**config.mk**
```make
export PLATFORM = sky130hd
export DESIGN_NAME = lsu_ram_port
export DESIGN_NICKNAME = d
export VERILOG_FILES = /design/src/rtl/lsu_ram_port.sv
export SDC_FILE = /design/constraint.sdc
export NUM_CORES = 1
export LEC_CHECK = 0
export CAP_MARGIN = 10
export CORE_MARGIN = 2
export CORE_UTILIZATION = 53
export CTS_BUF_LIST = sky130_fd_sc_hd__clkbuf_8 sky130_fd_sc_hd__clkbuf_16
export CTS_CLUSTER_SIZE = 25
export DETAILED_ROUTE_END_ITERATION = 8
export DONT_BUFFER_PORTS = 1
export HOLD_SLACK_MARGIN = 0.08
export MAX_ROUTING_LAYER = met4
export PLACE_DENSITY = 0.68
export SETUP_SLACK_MARGIN = 0.2
export SYNTH_ARGS = -nofsm -noshare
export SYNTH_HDL_FRONTEND = slang
export SYNTH_SLANG_ARGS = --single-unit
export TNS_END_PERCENT = 10
```
**constraint.sdc**
```tcl
create_clock -name clk -period 5.3 [get_ports clk]
set_input_delay 1.06 -clock clk [delete_from_list [all_inputs] [get_ports clk]]
set_output_delay 1.06 -clock clk [all_outputs]
set_load 0.05 [all_outputs]
```
**src/rtl/lsu_ram_port.sv**
```systemverilog
// Load/store unit driving one word-addressed, byte-write-enabled RAM port with 1-cycle read latency.
// Optional macro LSU_MISALIGN_SPLIT_EN splits misaligned H/HU/W accesses into two word accesses.
//
// state   | meaning
// --------+-----------------------------------------------------------
// IDLE    | ready for a request; also the cycle a response pulse is high
// ACCESS  | RAM port driven for word 0 (write, or read address)
// LWAIT   | aligned load: read data on mem_dout, extend and respond
// ERR     | illegal/misaligned request, respond with error
// ACCESS1 | split only: word 1 access, word 0 read data captured
// LWAIT1  | split only: word 1 read data on mem_dout, merge and respond
module lsu_ram_port #(
  parameter int ADDR_W = 32
) (
  input  logic              clk,
  input  logic              rst,
  input  logic              req_valid,
  output logic              req_ready,
  input  logic              req_we,
  input  logic [2:0]        req_type,
  input  logic [ADDR_W-1:0] req_addr,
  input  logic [31:0]       req_wdata,
  output logic              resp_valid,
  output logic              resp_err,
  output logic [31:0]       resp_rdata,
  output logic [3:0]        mem_we,
  output logic [ADDR_W-3:0] mem_addr,
  output logic [31:0]       mem_din,
  input  logic [31:0]       mem_dout
);

  typedef enum logic [2:0] {
    S_IDLE    = 3'd0,
    S_ACCESS  = 3'd1,
    S_LWAIT   = 3'd2,
    S_ERR     = 3'd3
`ifdef LSU_MISALIGN_SPLIT_EN
    ,
    S_ACCESS1 = 3'd4,
    S_LWAIT1  = 3'd5
`endif
  } state_t;

  state_t state_q, state_d;

  logic              is_store_q, is_store_d;
  logic [2:0]        type_q, type_d;
  logic [1:0]        off_q, off_d;
  logic [3:0]        mem_we_q, mem_we_d;
  logic [ADDR_W-3:0] mem_addr_d;
  logic [31:0]       mem_din_d;
  logic              resp_valid_d, resp_err_d;
  logic [31:0]       resp_rdata_d;

  logic              illegal, misal;
  logic [3:0]        lane_mask, we_lo;
  logic [31:0]       din_rep;

`ifdef LSU_MISALIGN_SPLIT_EN
  logic              split_q, split_d;
  logic [3:0]        hi_we_q, hi_we_d;
  logic [31:0]       hi_din_q, hi_din_d;
  logic [31:0]       w0_q, w0_d;
  logic [7:0]        mask8;
  logic [63:0]       data64;
  logic [31:0]       merged;
`endif

  function automatic logic [31:0] extend(input logic [2:0] t, input logic [31:0] x);
    case (t)
      3'b000:  return {{24{x[7]}}, x[7:0]};
      3'b100:  return {24'd0, x[7:0]};
      3'b001:  return {{16{x[15]}}, x[15:0]};
      3'b101:  return {16'd0, x[15:0]};
      default: return x;
    endcase
  endfunction

  assign req_ready = (state_q == S_IDLE);
  // Gate the write strobe with reset so a reset cycle never commits a store.
  assign mem_we    = rst ? 4'b0000 : mem_we_q;

  always_comb begin
    illegal = (req_type == 3'b011) || (req_type[2:1] == 2'b11) || (req_type[2] && req_we);
    misal   = 1'b0;
    case (req_type[1:0])
      2'b00: begin
        lane_mask = 4'b0001;
        din_rep   = {4{req_wdata[7:0]}};
      end
      2'b01: begin
        lane_mask = 4'b0011;
        din_rep   = {2{req_wdata[15:0]}};
        misal     = req_addr[0];
      end
      default: begin
        lane_mask = 4'b1111;
        din_rep   = req_wdata;
        misal     = |req_addr[1:0];
      end
    endcase
    we_lo = lane_mask << req_addr[1:0];
`ifdef LSU_MISALIGN_SPLIT_EN
    mask8  = {4'b0000, lane_mask} << req_addr[1:0];
    data64 = {32'd0, req_wdata} << {req_addr[1:0], 3'b000};
    case (off_q)
      2'd1:    merged = {mem_dout[7:0],  w0_q[31:8]};
      2'd2:    merged = {mem_dout[15:0], w0_q[31:16]};
      2'd3:    merged = {mem_dout[23:0], w0_q[31:24]};
      default: merged = w0_q;
    endcase
`endif
  end

  always_ff @(posedge clk) begin
    if (rst) begin
      state_q    <= S_IDLE;
      is_store_q <= 1'b0;
      type_q     <= 3'd0;
      off_q      <= 2'd0;
      mem_we_q   <= 4'd0;
      mem_addr   <= '0;
      mem_din    <= 32'd0;
      resp_valid <= 1'b0;
      resp_err   <= 1'b0;
      resp_rdata <= 32'd0;
`ifdef LSU_MISALIGN_SPLIT_EN
      split_q    <= 1'b0;
      hi_we_q    <= 4'd0;
      hi_din_q   <= 32'd0;
      w0_q       <= 32'd0;
`endif
    end else begin
      state_q    <= state_d;
      is_store_q <= is_store_d;
      type_q     <= type_d;
      off_q      <= off_d;
      mem_we_q   <= mem_we_d;
      mem_addr   <= mem_addr_d;
      mem_din    <= mem_din_d;
      resp_valid <= resp_valid_d;
      resp_err   <= resp_err_d;
      resp_rdata <= resp_rdata_d;
`ifdef LSU_MISALIGN_SPLIT_EN
      split_q    <= split_d;
      hi_we_q    <= hi_we_d;
      hi_din_q   <= hi_din_d;
      w0_q       <= w0_d;
`endif
    end
  end

  always_comb begin
    state_d = state_q;
    case (state_q)
      S_IDLE: begin
        if (req_valid) begin
          if (illegal) begin
            state_d = S_ERR;
          end else if (misal) begin
`ifdef LSU_MISALIGN_SPLIT_EN
            state_d = S_ACCESS;
`else
            state_d = S_ERR;
`endif
          end else begin
            state_d = S_ACCESS;
          end
        end
      end
      S_ACCESS: begin
        state_d = is_store_q ? S_IDLE : S_LWAIT;
`ifdef LSU_MISALIGN_SPLIT_EN
        if (split_q) state_d = S_ACCESS1;
`endif
      end
`ifdef LSU_MISALIGN_SPLIT_EN
      S_ACCESS1: state_d = is_store_q ? S_IDLE : S_LWAIT1;
      S_LWAIT1:  state_d = S_IDLE;
`endif
      S_LWAIT:   state_d = S_IDLE;
      S_ERR:     state_d = S_IDLE;
      default:   state_d = S_IDLE;
    endcase
  end

  always_comb begin
    is_store_d   = is_store_q;
    type_d       = type_q;
    off_d        = off_q;
    mem_we_d     = 4'd0;
    mem_addr_d   = mem_addr;
    mem_din_d    = mem_din;
    resp_valid_d = 1'b0;
    resp_err_d   = 1'b0;
    resp_rdata_d = 32'd0;
`ifdef LSU_MISALIGN_SPLIT_EN
    split_d      = split_q;
    hi_we_d      = hi_we_q;
    hi_din_d     = hi_din_q;
    w0_d         = w0_q;
`endif
    case (state_q)
      S_IDLE: begin
        if (req_valid) begin
          is_store_d = req_we;
          type_d     = req_type;
          off_d      = req_addr[1:0];
`ifdef LSU_MISALIGN_SPLIT_EN
          split_d = misal;
          if (!illegal) begin
            mem_addr_d = req_addr[ADDR_W-1:2];
            hi_we_d    = mask8[7:4];
            hi_din_d   = data64[63:32];
            if (req_we) begin
              mem_we_d  = misal ? mask8[3:0] : we_lo;
              mem_din_d = misal ? data64[31:0] : din_rep;
            end
          end
`else
          if (!illegal && !misal) begin
            mem_addr_d = req_addr[ADDR_W-1:2];
            if (req_we) begin
              mem_we_d  = we_lo;
              mem_din_d = din_rep;
            end
          end
`endif
        end
      end
      S_ACCESS: begin
        resp_valid_d = is_store_q;
`ifdef LSU_MISALIGN_SPLIT_EN
        // Second word wraps naturally in the word-address width.
        if (split_q) begin
          resp_valid_d = 1'b0;
          mem_addr_d   = mem_addr + 1'b1;
          if (is_store_q) begin
            mem_we_d  = hi_we_q;
            mem_din_d = hi_din_q;
          end
        end
`endif
      end
`ifdef LSU_MISALIGN_SPLIT_EN
      S_ACCESS1: begin
        w0_d         = mem_dout;
        resp_valid_d = is_store_q;
      end
      S_LWAIT1: begin
        resp_valid_d = 1'b1;
        resp_rdata_d = extend(type_q, merged);
      end
`endif
      S_LWAIT: begin
        resp_valid_d = 1'b1;
        resp_rdata_d = extend(type_q, mem_dout >> {off_q, 3'b000});
      end
      S_ERR: begin
        resp_valid_d = 1'b1;
        resp_err_d   = 1'b1;
      end
      default: ;
    endcase
  end

endmodule

```
==> impl_table.tex <==
\begin{tabular}{lr}
\hline
Metric & Value \\
\hline
\multicolumn{2}{l}{\textbf{Worst setup path}} \\
Type of the setup path with the least slack & in -> reg \\
Crit path max-delay cell type & a21oi\_4 \\
Worst setup EP type & flip-flop \\
Required arrival time at the worst endpoint & 5.59 ns \\
Crit path DAT & 3.32 ns \\
Nature of the critical path startpoint & primary input \\
Critical path origin & req\_addr[1] \\
Worst R2R Start & state\_q[0]\$\_SDFFE\_PP0P\_ \\
Worst path buffer plus inverter count & 0 \\
Max FO, Critical Path & 30 \\
Cell family with the largest share of critical-path delay & compound AO/OA/AOI/OAI gates \\
CP Cell Sequence & or4\_1 -> a21oi\_4 -> mux2i\_1 \\
Delay of the slowest critical-path stage & 1.07 ns \\
\multicolumn{2}{l}{\textbf{Global route}} \\
Number of antenna violations at the first check in global routing & 0 \\
Wire length of the first global-routing pass & 18.2 mm \\
Overflow left after global routing & 0 \\
Number of global-route vias before repair & 3,454 \\
Overall Global Routing Usage & 0.232 \\
Maximum number of pins on one net before global-route repair & 93 \\
\multicolumn{2}{l}{\textbf{CTS}} \\
Clock latency on the worst-skew pair & 0.36 ns \\
Reg clk slew, reported paths & 0.10 ns \\
CTS H-Tree Depth & 3 \\
Count of hold buffers inserted by post-cts repair & 0 \\
Clock tree from TritonCTS & built \\
Total CTS buffers & 9 \\
Maximum number of buffers from clock root to sink & 2 \\
Number of cells upsized or downsized after cts & 0 \\
Post-CTS Repair Setup Buffers & 0 \\
Number of sinks on the clock net & 108 \\
Root Buffer & clkbuf\_8 \\
\multicolumn{2}{l}{\textbf{Power and ir drop}} \\
Switching power & 499 uW \\
Sw Share & 0.288 \\
Lkg Pwr & 0.00180 uW \\
PwrDens & 337 nW/um\^{}2 \\
Portion of total power attributed to sequential cells & 0.558 \\
Int Pwr & 1240 uW \\
Largest voltage drop on the vdd net & 164 uV \\
Proportion of power drawn by the clock network & 0.343 \\
Combinational Power Share & 0.099 \\
Final total power & 1730 uW \\
\multicolumn{2}{l}{\textbf{Finish}} \\
Diode count & 0 \\
Share of cells above drive strength 1 & 0.120 \\
Nets@finish & 581 \\
Synthesis-to-finish area growth & 3.73\% \\
Core utilization of the finished layout & 0.563 \\
\multicolumn{2}{l}{\textbf{STA}} \\
Number of endpoints with negative hold slack in the final report & 0 \\
Actual slew at the worst max-slew pin & 1.21 ns \\
Tightest slew margin relative to the limit & 0.191 \\
Final Setup Violations & 0 \\
Setup TNS & 0 ns \\
Unrepaired setup endpoints after global routing & no \\
Crit path time final & 3.03 ns \\
Highest attainable clock frequency & 330 MHz \\
Clock Skew & 0.0119 ns \\
Final Cycle Share & 0.572 \\
Final slew viol count & 0 \\
\multicolumn{2}{l}{\textbf{Route}} \\
Final antenna-violating net count & 0 \\
DR DRC count & 0 \\
Via/cell ratio & 6.27 \\
Routed wire length & 11.9 mm \\
Detailed-route wire length per cell & 20.1 um \\
Pre-antenna DRT Iters & 5 \\
Detailed router's first-iteration violation count & 215 \\
Detailed-route via count & 3,726 \\
\multicolumn{2}{l}{\textbf{Logic synthesis}} \\
Cell area after synthesis & 4970 sq um \\
Synthesized-area fraction occupied by ao, oa, aoi and oai cells & 0.173 \\
Basic-gate share of the synthesized area counting and, or, nand and nor cells & 0.159 \\
Xor-xnor portion of the synthesized cell area & 0 \\
Largest family of logic cells by synthesized area & multiplexers \\
Distinct cell type count of the synthesized netlist & 44 \\
Number of cells produced by synthesis & 515 \\
Syn Area/Cell & 9.64 sq um \\
Sequential-to-total area share from yosys stat & 0.435 \\
Synthesized Nets & 618 \\
Flop and latch count out of synthesis & 108 \\
Post-Synth Adder-Cell Area & 0 \\
Yosys synthesis warning count & 0 \\
Mux contribution to synthesized area & 0.176 \\
\multicolumn{2}{l}{\textbf{Die}} \\
Die area & 10,200 sq um \\
Ports & 204 \\
Y dimension of the die & 101 um \\
Chip width & 101 um \\
Effective utilization at floorplan & 0.543 \\
Placeable core area & 9150 sq um \\
Standard-cell row count & 35 \\
\multicolumn{2}{l}{\textbf{Placement}} \\
GPL Wtd Cong & 0.874 \\
\# port buffers & 0 \\
Post-DP HPWL & 8.44 mm \\
\multicolumn{2}{l}{\textbf{Worst hold path}} \\
Min-delay worst type & reg -> reg \\
Hold\_sp & is\_store\_q\$\_SDFFE\_PP0N\_ \\
\multicolumn{2}{l}{\textbf{Outcome}} \\
Outcome & finished clean \\
\multicolumn{2}{l}{\textbf{Run}} \\
Number of violations of the max-capacitance limit & 0 \\
\hline
\end{tabular}
==> power by group through the flow <==
stage	combinational [uW]	clock, uW	sequential, uW
2_1_floorplan	166	0	973
3_3_place_gp	168	0	986
3_5_place_dp	171	0	986
4_1_cts	172	609	968
5_1_grt	190	642	973
6_report	171	596	967
==> final timing paths <==
kind              depth (start not counted)                        to  slack [ns]
setup / recovery                          3  mem_addr[2]$_SDFFE_PP0P_        2.27
hold / removal                            2   is_store_q$_SDFFE_PP0N_        0.47
setup reg to reg                          3  mem_din[30]$_SDFFE_PP0P_        2.77
hold reg to reg                           2   is_store_q$_SDFFE_PP0N_        0.47
==> stage by stage <==
stage	hold slack [ns]	worst slack, ns	cell area (sq um)	cells
floorplan	0.445	2.15	4970	515
global placement	0.450	1.95	4910	578
detailed placement	0.456	1.88	4910	578
CTS	0.471	2.28	5150	594
global route	0.497	2.16	5150	594
finish	0.470	2.27	5150	594
==> synthesized netlist by cell type, drive strengths merged <==
| library cell | number | area share |
|---|---|---|
| inv | 11 | 0.0083 |
| o31ai | 9 | 0.023 |
| and2 | 1 | 0.0013 |
| clkbuf | 32 | 0.024 |
| a21boi | 1 | 0.0015 |
| a211oi | 24 | 0.036 |
| and3 | 1 | 0.0013 |
| nor3b | 10 | 0.015 |
| nor4 | 2 | 0.0025 |
| nand3 | 2 | 0.0020 |
| o211a | 1 | 0.0020 |
| o2bb2ai | 1 | 0.0018 |
| nor2b | 13 | 0.016 |
| nor2 | 10 | 0.0076 |
| nand4bb | 1 | 0.0023 |
| a21oi | 5 | 0.0050 |
| mux2i | 67 | 0.14 |
| buf | 20 | 0.024 |
| a2111oi | 17 | 0.030 |
| or3 | 1 | 0.0013 |
| nand2b | 10 | 0.013 |
| nand3b | 1 | 0.0015 |
| or4 | 1 | 0.0015 |
| or3b | 2 | 0.0035 |
| dfxtp | 108 | 0.44 |
| o32ai | 7 | 0.016 |
| mux2 | 16 | 0.036 |
| o211ai | 8 | 0.012 |
| nand4b | 9 | 0.016 |
| nand2 | 87 | 0.066 |
| a221oi | 7 | 0.012 |
| o221ai | 1 | 0.0018 |
| a31o | 8 | 0.014 |
| mux4 | 1 | 0.0045 |
| a221o | 1 | 0.0020 |
| o21a | 9 | 0.014 |
| a21o | 1 | 0.0015 |
| nor3 | 9 | 0.0091 |
==> logic make-up (layout without fill, tap and decap cells) <==
group	Yosys count	count (layout)
multiplexers	84	84
AO/OA/AOI/OAI	100	100
buffers and inverters	63	31
flip-flops	108	108
AND/OR/NAND/NOR	160	160
==> cells in the final DEF, fill, tap and decap left out, drive strengths merged, types with 2 or more instances in the layout <==
master,n
nand2b,10
buf,4
mux2i,67
o32ai,7
a221oi,7
nor4,2
o21a,9
nand4b,9
o211ai,8
a21oi,5
a211oi,24
nor3b,10
nor2,10
bufinv,3
or3b,2
nor2b,13
a31o,8
clkbuf,9
mux2,16
nand2,87
a2111oi,17
nor3,9
nand3,2
inv,13
dfxtp,108
o31ai,9
==> flip-flops by register name (all words and copies together), names as in the netlist <==
signal / count
is_store_q: 1
mem_addr: 30
mem_din: 32
mem_we_q: 4
off_q: 2
resp_err: 1
resp_rdata: 32
resp_valid: 1
state_q: 2
type_q: 3
==> worst register-to-register path, delay by kind of cell, from the launching register on <==
family / cells / cell delay, ns
AOI/OAI and AO/OA: 1 / 1.11
muxes: 1 / 0.28
and+or+nand+nor: 1 / 0.70
DFF: 1 / 0.38
==> metal layers <==
| layer | share of wire | vias to the layer above | wire [um] | track usage |
|---|---|---|---|---|
| met5 | 0 | - | 0 | - |
| met4 | 0.015 | 0 | 178 | 0.0653 |
| met3 | 0.10 | 19 | 1230 | 0.0811 |
| met2 | 0.46 | 167 | 5540 | 0.351 |
| met1 | 0.42 | 1751 | 5000 | 0.295 |
| li1 | - | 1789 | - | - |
==> area by class of cell <==
class | instances | area [sq um]
clock buffers | 9 | 124
clock inverters | 7 | 120
fillers | 819 | 4000
inverters | 11 | 41.3
multi-input cells | 344 | 2530
flip-flops and latches | 108 | 2160
well taps | 111 | 139
repair buffers | 4 | 30.0
Note: power is estimated with default switching activity, not from simulation.
